--- config.mk ---
export PLATFORM = sky130hd
export DESIGN_NAME = muldiv_unit
export DESIGN_NICKNAME = d
export VERILOG_FILES = /design/src/rtl/muldiv_pkg.sv /design/src/rtl/muldiv_step.sv /design/src/rtl/muldiv_unit.sv
export SDC_FILE = /design/constraint.sdc
export NUM_CORES = 1
export LEC_CHECK = 0
export BUFFER_PORTS_ARGS = -buffer_cell sky130_fd_sc_hd__buf_2
export CORE_MARGIN = 4
export CORE_UTILIZATION = 25
export DETAILED_ROUTE_END_ITERATION = 10
export PLACE_DENSITY = 0.45
export SYNTH_ARGS = -nofsm -noshare
export SYNTH_HDL_FRONTEND = slang
export SYNTH_HIERARCHICAL = 1
export SYNTH_SLANG_ARGS = --single-unit
--- constraint.sdc ---
create_clock -name clk -period 11.9 [get_ports clk]
set_input_delay 0.595 -clock clk [delete_from_list [all_inputs] [get_ports clk]]
set_output_delay 0.595 -clock clk [all_outputs]
set_load 0.03 [all_outputs]
--- src/rtl/muldiv_pkg.sv ---
// rtl/muldiv_pkg.sv - shared encodings and constants for the iterative multiply/divide unit
package muldiv_pkg;

    localparam int WIDTH_DEF = 64;
    localparam int REG_ZR    = 31;

    typedef enum logic [1:0] {
        OP_MUL   = 2'b00,
        OP_UMULH = 2'b01,
        OP_UDIV  = 2'b10,
        OP_SDIV  = 2'b11
    } op_e;

    typedef enum logic [1:0] {
        IDLE = 2'b00,
        CALC = 2'b01,
        FIX  = 2'b10,
        DONE = 2'b11
    } state_e;

endpackage

--- src/rtl/muldiv_step.sv ---
// rtl/muldiv_step.sv - one radix-2 iteration on the {hi, lo} working pair
module muldiv_step #(
    parameter int WIDTH = 64
) (
    input  logic             is_div_i,
    input  logic [WIDTH-1:0] hi_i,
    input  logic [WIDTH-1:0] lo_i,
    input  logic [WIDTH-1:0] b_i,
    output logic [WIDTH-1:0] hi_o,
    output logic [WIDTH-1:0] lo_o
);

    logic [WIDTH:0]   sum;
    logic [WIDTH:0]   rem;
    logic [WIDTH-1:0] diff;

    always_comb begin
        sum  = {1'b0, hi_i} + {1'b0, b_i};
        rem  = {hi_i, lo_i[WIDTH-1]};
        // rem < 2*b whenever hi < b, so the difference always fits in WIDTH bits
        diff = rem[WIDTH-1:0] - b_i;
        hi_o = hi_i;
        lo_o = lo_i;
        if (is_div_i) begin
            if (rem >= {1'b0, b_i}) begin
                hi_o = diff;
                lo_o = {lo_i[WIDTH-2:0], 1'b1};
            end else begin
                hi_o = rem[WIDTH-1:0];
                lo_o = {lo_i[WIDTH-2:0], 1'b0};
            end
        end else if (lo_i[0]) begin
            {hi_o, lo_o} = {sum, lo_i[WIDTH-1:1]};
        end else begin
            {hi_o, lo_o} = {1'b0, hi_i, lo_i[WIDTH-1:1]};
        end
    end

endmodule

--- src/rtl/muldiv_unit.sv ---
// rtl/muldiv_unit.sv - iterative MUL/UMULH/UDIV/SDIV unit feeding the register write port
module muldiv_unit
    import muldiv_pkg::*;
#(
    parameter int WIDTH  = WIDTH_DEF,
    parameter int REG_ZR = muldiv_pkg::REG_ZR
) (
    input  logic             clk,
    input  logic             reset,
    input  logic             start,
    input  logic [1:0]       op,
    input  logic [WIDTH-1:0] opa,
    input  logic [WIDTH-1:0] opb,
    input  logic [4:0]       dest,
    output logic             busy,
    output logic             done,
    output logic [WIDTH-1:0] result,
    output logic [4:0]       write_add,
    output logic             write_en
);

    localparam int CNT_W = $clog2(WIDTH);

    state_e           state_q, state_d;
    op_e              op_q, op_d;
    logic [CNT_W-1:0] count_q, count_d;
    logic [WIDTH-1:0] hi_q, hi_d;
    logic [WIDTH-1:0] lo_q, lo_d;
    logic [WIDTH-1:0] b_q, b_d;
    logic             neg_q, neg_d;
    logic             divz_q, divz_d;
    logic [WIDTH-1:0] result_q, result_d;
    logic [4:0]       write_add_q, write_add_d;
    logic             busy_q, busy_d;
    logic             done_q, done_d;
    logic             we_q, we_d;

    op_e              op_in;
    logic             in_div;
    logic             in_sdiv;
    logic [WIDTH-1:0] step_hi;
    logic [WIDTH-1:0] step_lo;

    assign op_in   = op_e'(op);
    assign in_div  = op_in[1];
    assign in_sdiv = (op_in == OP_SDIV);

    muldiv_step #(.WIDTH(WIDTH)) u_step (
        .is_div_i (op_q[1]),
        .hi_i     (hi_q),
        .lo_i     (lo_q),
        .b_i      (b_q),
        .hi_o     (step_hi),
        .lo_o     (step_lo)
    );

    always_comb begin
        state_d     = state_q;
        op_d        = op_q;
        count_d     = count_q;
        hi_d        = hi_q;
        lo_d        = lo_q;
        b_d         = b_q;
        neg_d       = neg_q;
        divz_d      = divz_q;
        result_d    = result_q;
        write_add_d = write_add_q;
        busy_d      = busy_q;
        done_d      = 1'b0;
        we_d        = 1'b0;
        unique case (state_q)
            IDLE: begin
                if (start) begin
                    state_d     = CALC;
                    op_d        = op_in;
                    count_d     = '0;
                    write_add_d = dest;
                    busy_d      = 1'b1;
                    hi_d        = '0;
                    lo_d        = opa;
                    b_d         = opb;
                    neg_d       = 1'b0;
                    divz_d      = in_div && (opb == '0);
                    // SDIV runs as an unsigned divide on magnitudes; the sign is restored in FIX
                    if (in_sdiv) begin
                        lo_d  = opa[WIDTH-1] ? -opa : opa;
                        b_d   = opb[WIDTH-1] ? -opb : opb;
                        neg_d = opa[WIDTH-1] ^ opb[WIDTH-1];
                    end
                end
            end
            CALC: begin
                hi_d    = step_hi;
                lo_d    = step_lo;
                count_d = count_q + 1'b1;
                if (count_q == CNT_W'(WIDTH - 1)) begin
                    state_d = FIX;
                end
            end
            FIX: begin
                state_d = DONE;
                unique case (op_q)
                    OP_MUL:   result_d = lo_q;
                    OP_UMULH: result_d = hi_q;
                    default: begin
                        if (divz_q) begin
                            result_d = '0;
                        end else if (neg_q) begin
                            result_d = -lo_q;
                        end else begin
                            result_d = lo_q;
                        end
                    end
                endcase
            end
            DONE: begin
                state_d = IDLE;
                busy_d  = 1'b0;
                done_d  = 1'b1;
                we_d    = (write_add_q != 5'(REG_ZR));
            end
            default: state_d = IDLE;
        endcase
    end

    always_ff @(posedge clk) begin
        if (reset) begin
            state_q     <= IDLE;
            op_q        <= OP_MUL;
            count_q     <= '0;
            hi_q        <= '0;
            lo_q        <= '0;
            b_q         <= '0;
            neg_q       <= 1'b0;
            divz_q      <= 1'b0;
            result_q    <= '0;
            write_add_q <= '0;
            busy_q      <= 1'b0;
            done_q      <= 1'b0;
            we_q        <= 1'b0;
        end else begin
            state_q     <= state_d;
            op_q        <= op_d;
            count_q     <= count_d;
            hi_q        <= hi_d;
            lo_q        <= lo_d;
            b_q         <= b_d;
            neg_q       <= neg_d;
            divz_q      <= divz_d;
            result_q    <= result_d;
            write_add_q <= write_add_d;
            busy_q      <= busy_d;
            done_q      <= done_d;
            we_q        <= we_d;
        end
    end

    assign busy      = busy_q;
    assign done      = done_q;
    assign result    = result_q;
    assign write_add = write_add_q;
    assign write_en  = we_q;

endmodule

== Word level (Yosys, flattened, before mapping) ==
Index checks and enable logic that the tools add are counted.
Storage, ports and cells
  register bits: 276
  latch bits: 0
  RAM bits: 0
  memory bits (read-only): 0
  input port bits: 138
  output and inout bits: 72
  logic and storage cells: 68
  memories kept: 0
Operators by class
  add/sub/neg operators: 6
  multipliers: 0
  divide/modulo/power cells: 0
  order comparisons: 1
  equality and inequality tests: 9
  shift operators: 0
  multiplexer cells: 26
  bitwise logic cells: 2
  reductions and logical operators: 11
Operator list (number)
  $mux 64: 13
  $pmux 64 s2: 3
  $neg 64->64: 3
  $add 64x64->65: 1
  $ge 65x64->1: 1
  $logic_not 64->1: 1
  $sub 64x64->64: 1
  $pmux 6 s2: 1
  $pmux 2 s4: 1
  $reduce_and 2->1: 4
  $add 6x1->6 const B: 1
  $eq 2x2->1 const B: 3
  $eq 6x6->1 const B: 1
  $mux 6: 1
  $ne 5x5->1 const B: 1
  $eq 2x1->1 const B: 2
  $logic_not 2->1: 2
  $mux 1: 4
  $mux 2: 2
  $ne 2x2->1 const B: 2
  $reduce_bool 2->1: 2
  $pmux 1 s2: 1
  $reduce_or 2->1: 1
  $logic_and 1x1->1: 1
  other kinds (2): 2

== Logic depth before layout (Yosys ltp) ==
  depth after elaboration: 5
  depth in mapped cells: 18
  depth with buffers taken out: 17

== Modules after synthesis ==
The synthesis kept the hierarchy.
Modules (own cells, without submodules)
  muldiv_unit: instances 1, cells each 2075, area each 16106.7 um^2
  muldiv_step: instances 1, cells each 1570, area each 10321.1 um^2

== Worst setup path after synthesis ==
Ideal clock, no wire load.
  path kind: flip-flop to flip-flop
  start point: register hi_q[0]
  end point: register hi_q[63]
  library setup time: 128 ps
  arrival: 3628 ps
  path slack: 8144 ps
  cell stages (with the launch flop): 16
  buffers on the path: 0
  period minus slack after synthesis: 3756 ps
  cell sequence: dfxtp_1 > ha_1 > fa_1 > a211oi_1 > o21ai_0 > and4b_1 > nor4b_4 > nor3_1 > a31o_1 > o31a_1 > a311o_2 > a31oi_1 > o22ai_1 > or3b_1 > a22oi_1 > nor2_1
Between the ends
  longest elaborated chain between the ends: 4
  elaborated cells on any way between the ends: 7
Ends and longest elaborated chain
  start, declared: line muldiv_unit.sv:27  | logic [WIDTH-1:0] hi_q, hi_d;
  start signal, assigned: line muldiv_unit.sv:145  | hi_q <= hi_d;
  $add 64x64->65 (tied with other cells): line muldiv_step.sv:18  | sum = {1'b0, hi_i} + {1'b0, b_i};
  $mux 64, on equally long branches: line muldiv_step.sv:32, muldiv_step.sv:25
  $mux 64 *: line muldiv_step.sv:24  | if (is_div_i) begin
  net step_hi[63]: line muldiv_unit.sv:41  | logic [WIDTH-1:0] step_hi;
  $pmux 64 s2 *: line muldiv_unit.sv:71  | unique case (state_q)
Mark *: on every way through the listed nets, which the timed path passes. The rest lies on a longest branch.
A chain may end at the register's enable or synchronous reset.

== Worst setup path after layout ==
  start point: register b_q[8]
  end point: register hi_q[12]
Between the ends
  longest elaborated chain between the ends: 4
  elaborated cells on any way between the ends: 7
Ends and longest elaborated chain
  start, declared: line muldiv_unit.sv:29  | logic [WIDTH-1:0] b_q, b_d;
  start signal, assigned: line muldiv_unit.sv:133  | b_q <= '0;
  start signal, assigned: line muldiv_unit.sv:147  | b_q <= b_d;
  $add 64x64->65 (tied with other cells): line muldiv_step.sv:18
  $mux 64, on equally long branches: line muldiv_step.sv:32, muldiv_step.sv:25
  $mux 64 *: line muldiv_step.sv:24
  net step_hi[12]: line muldiv_unit.sv:41
  $pmux 64 s2 *: line muldiv_unit.sv:71
Marked as above.

==> qor.csv <==
stage,metric,value,unit
power,internal_power,0.00319,W
floorplan,die-area,111000,µm²
logic_synthesis,synthFlopType,dfxtp_1,
setup_path,worst_setup_path_start_kind,flip-flop,
setup_path,rr_startpoint,b_q[8],
logic_synthesis,synth_seq_area_share,20.9,%
floorplan,core,105000,µm²
setup_path,worst-setup-path-type,reg -> reg,
routing,wirelength,116000,µm
cts,ctsLongestPathBuffers,3,
global_routing,grt_overflow,0,
power,p_comb_share,57.0,%
setup_path,ff2ff_setup_slack,6.81,ns
logic_synthesis,ys_types,92,
logic_synthesis,synth_area_leaders,"dfxtp_1 (21%), a21oi_1 (6.6%), ha_1 (6.4%)",
cts,clock_sinks,276,
cts,clk_latency,0.59,ns
setup_path,arrival,5.52,ns
floorplan,die_y,333,µm
setup_path,path_cells,inv_1 -> ha_1 -> nand3_1 -> nor3_1 -> a2bb2oi_1 -> o21ai_0 -> a21oi_1 -> o21a_1 -> o21ai_0 -> nand2_4 -> buf_4 -> nand2_1 -> o211ai_1 -> o21ai_0 -> a22oi_1 -> nor2_1,
routing,drcViolationCount,0,
sta,final-max-slew-violation-count,0,
placed_design,dp_hpwl,86900,µm
logic_synthesis,syn_avg_cell_area,7.25,µm²
sta,tightest_slew,1.25,ns
power,ir_drop,0.000122,V
setup_path,crit_buf_inv,2,
setup_path,r2r_end,hi_q[12],
power,power_switching,0.00338,W
final_layout,drive_gt1_share,12.2,%
global_routing,grt_max_degree,84,
cts,cts_setup_buffers,0,
logic_synthesis,ys_seq_elements,276,
setup_path,cpMaxStageDelayCell,buf_4,
placed_design,globalplace.congestion,0.893,
setup_path,max_stage_delay,0.82,ns
setup_path,worstSetupEndpointType,flip-flop,
cts,ctsResizeCount,0,
sta,grt_setup_unrepaired,no,
logic_synthesis,synth-async-reset-ratio,0,%
sta,slew_headroom,15.9,%
outcome,outcome,finished clean,
routing,via_per_inst,5.49,
global_routing,antenna_found_initial,9,
cts,cts_buffers,37,
cts,htreeDepth,2,
final_layout,syn_to_final_growth,13.2,%
global_routing,grt_pass1_vias,26700,
setup_path,cp_common_cell,o21ai_0,
sta,setup_ws,6.81,ns
worst_hold_path,hold_path_depth,3,
final_layout,nNetsFinal,3932,
sta,finalHoldViolCount,0,
logic_synthesis,yosysWarnings,6,
power,switching_share,51.4,%
setup_path,path_max_fanout,71,
setup_path,reg2regPathDepth,16,
sta,fin_setup_tns,0,ns
sta,setup_viol,0,
worst_hold_path,holdPathEnd,write_add[2],
floorplan,die_w,333,µm
cts,ctsHoldBuffers,0,
job,cap_violations,0,
power,p_per_area,220,nW/µm²
power,leakage,11.5,nW
floorplan,num_rows,119,
cts,path_clk_slew,0.06,ns
routing,routedWlPerCell,22.8,µm
logic_synthesis,synth_area_leader_cell,dfxtp_1,
cts,cts-root-buf,clkbuf_16,
sta,fmax,0.196,GHz
worst_hold_path,hold_start,dest[2],
setup_path,path_delay_family,compound AO/OA/AOI/OAI gates,
sta,period_needed,5.09,ns
floorplan,start_util,25.1,%
final_layout,fillers,11600,
placed_design,numPortBuffers,209,
placed_design,pre_cts_slack,6.98,ns
logic_synthesis,syn_inst,3645,
global_routing,grt_pass1_wl,173000,µm
routing,ant_nets,0,
routing,drt_iter0_markers,2367,
logic_synthesis,synthesis.area,26400,µm²
routing,dr.pass1.iters,5,
power,p_seq_share,23.9,%
global_routing,grtUsageTotal,19.8,%
sta,fin_crit_sh,42.8,%
routing,vias,27900,
power,power_frac_clock,19.1,%
logic_synthesis,yosys.area.top_type_share,20.9,%
cts,cts_tree,yes,
worst_hold_path,holdCritPathClass,in -> reg,
logic_synthesis,synth.net_count,3921,
sta,fin_skew,0.0353,ns
sta,fin_hold_ws,0.244,ns
setup_path,required,12.32,ns
floorplan,pin_count,210,
logic_synthesis,synth_edf_count,0,
==> cells by family after synthesis <==
family          synth area share (%)
compound gates                  29.8
simple gates                    20.9
buf+inv                         5.97
flops                           20.9
xor+xnor                        8.78
mux                             7.13
fa+ha+maj                       6.59
==> stage by stage <==
| step | utilization [%] | instances | power, W | area (µm²) |
|---|---|---|---|---|
| 3_5_place_dp | 27.2 | 5008 | 0.00527 | 28600 |
| 5_1_grt | 28.4 | 5078 | 0.00699 | 29900 |
| 6_report | 28.5 | 5084 | 0.00657 | 29900 |
| 3_3_place_gp | 27.2 | 5008 | 0.00530 | 28600 |
| 4_1_cts | 28.4 | 5075 | 0.00656 | 29900 |
| 2_1_floorplan | - | 3645 | 0.00407 | 26400 |
==> power groups by stage <==
stage | registers, W | logic [W] | clock network, W
after CTS | 0.00156 | 0.00371 | 0.00129
final | 0.00157 | 0.00374 | 0.00126
after global routing | 0.00160 | 0.00407 | 0.00131
after floorplan | 0.00151 | 0.00256 | 0
after global placement | 0.00158 | 0.00372 | 0
after detailed placement | 0.00158 | 0.00369 | 0
==> routing by layer <==
| layer | GRT usage (%) | wire length, µm | vias to the layer above |
|---|---|---|---|
| met2 | 31.4 | 51500 | 915 |
| li1 | - | - | 13400 |
| met4 | 7.37 | 4300 | 4 |
| met3 | 2.80 | 6570 | 169 |
| met1 | 27.1 | 53600 | 13400 |
| met5 | 0 | 25 | - |
==> final cells by class <==
cell class,instances,area (µm²),area share (%)
Clock inverter,13,196,0.657
Multi-Input combinational cell,2957,19400,64.9
Sequential cell,276,5540,18.5
Antenna cell,9,22.5,0.0753
Clock buffer,54,1140,3.82
Inverter,133,499,1.67
Tap cell,1391,1740,5.82
Timing Repair Buffer,251,1370,4.58
==> how the worst max path moves through the flow <==
stage	from	endpoint	slack, ns	cells past startpoint
after floorplan	hi_q[0]	hi_q[63]	8.14	15
after global placement	b_q[8]	hi_q[25]	7.02	15
after detailed placement	b_q[8]	hi_q[24]	6.98	15
after CTS	b_q[8]	hi_q[24]	6.95	15
after global routing	b_q[8]	hi_q[18]	6.65	16
final	b_q[8]	hi_q[12]	6.81	16
==> registers in the layout (all words and copies together) (netlist names), 2 cells and up <==
register,count
result,64
write_add,5
lo_q,64
hi_q,64
b_q,64
op_q,2
state_q,2
count_q,6
==> cell usage in the layout, fill, tap and decap left out, types with 10 or more instances in the layout <==
cell / count
o22ai_1: 27
or2_2: 10
dfxtp_1: 272
nor2_1: 361
o211ai_1: 28
buf_4: 42
buf_2: 208
a22oi_1: 72
nand3_1: 63
o21ai_0: 253
inv_1: 131
ha_1: 134
and3_1: 35
o31ai_1: 34
nand2b_1: 20
xnor2_1: 174
mux2_2: 74
a221oi_1: 27
xor2_1: 91
o41ai_1: 24
a31oi_1: 77
nand4_1: 49
o221ai_1: 13
nand2_1: 297
a21oi_1: 345
mux2i_1: 105
clkbuf_16: 39
o21a_1: 26
or4_1: 30
a21o_1: 62
or3_1: 42
a211oi_1: 82
o31a_1: 21
and2_1: 16
a311oi_1: 10
clkbuf_8: 12
nor4_1: 32
nor2b_1: 44
nor3_1: 110
o21bai_1: 20
==> tightest hold or removal path, stage by stage <==
cell,delay (ns)
buf_2,0.10
nand2_1,0.05
a21oi_1,0.05
==> synth_stat cells, types with 18 or more instances <==
cell type,instances
xnor2_1,174
xor2_1,91
or3_1,42
a31oi_1,77
a221oi_1,27
o21a_1,26
and2_1,18
o31ai_1,34
o41ai_1,24
o21ai_0,254
nand2b_1,21
a21o_1,62
mux2_2,74
nor2b_1,44
nor4_1,34
a211oi_1,82
clkbuf_1,244
and3_1,35
nand2_1,299
inv_1,131
nand4_1,49
a22oi_1,72
o21bai_1,20
ha_1,136
o211ai_1,28
nor2_1,362
dfxtp_1,276
o31a_1,21
a21oi_1,346
mux2i_1,105
nand3_1,65
nor3_1,111
o22ai_1,27
or4_1,30
No activity file was read; power rests on OpenSTA's default activity.
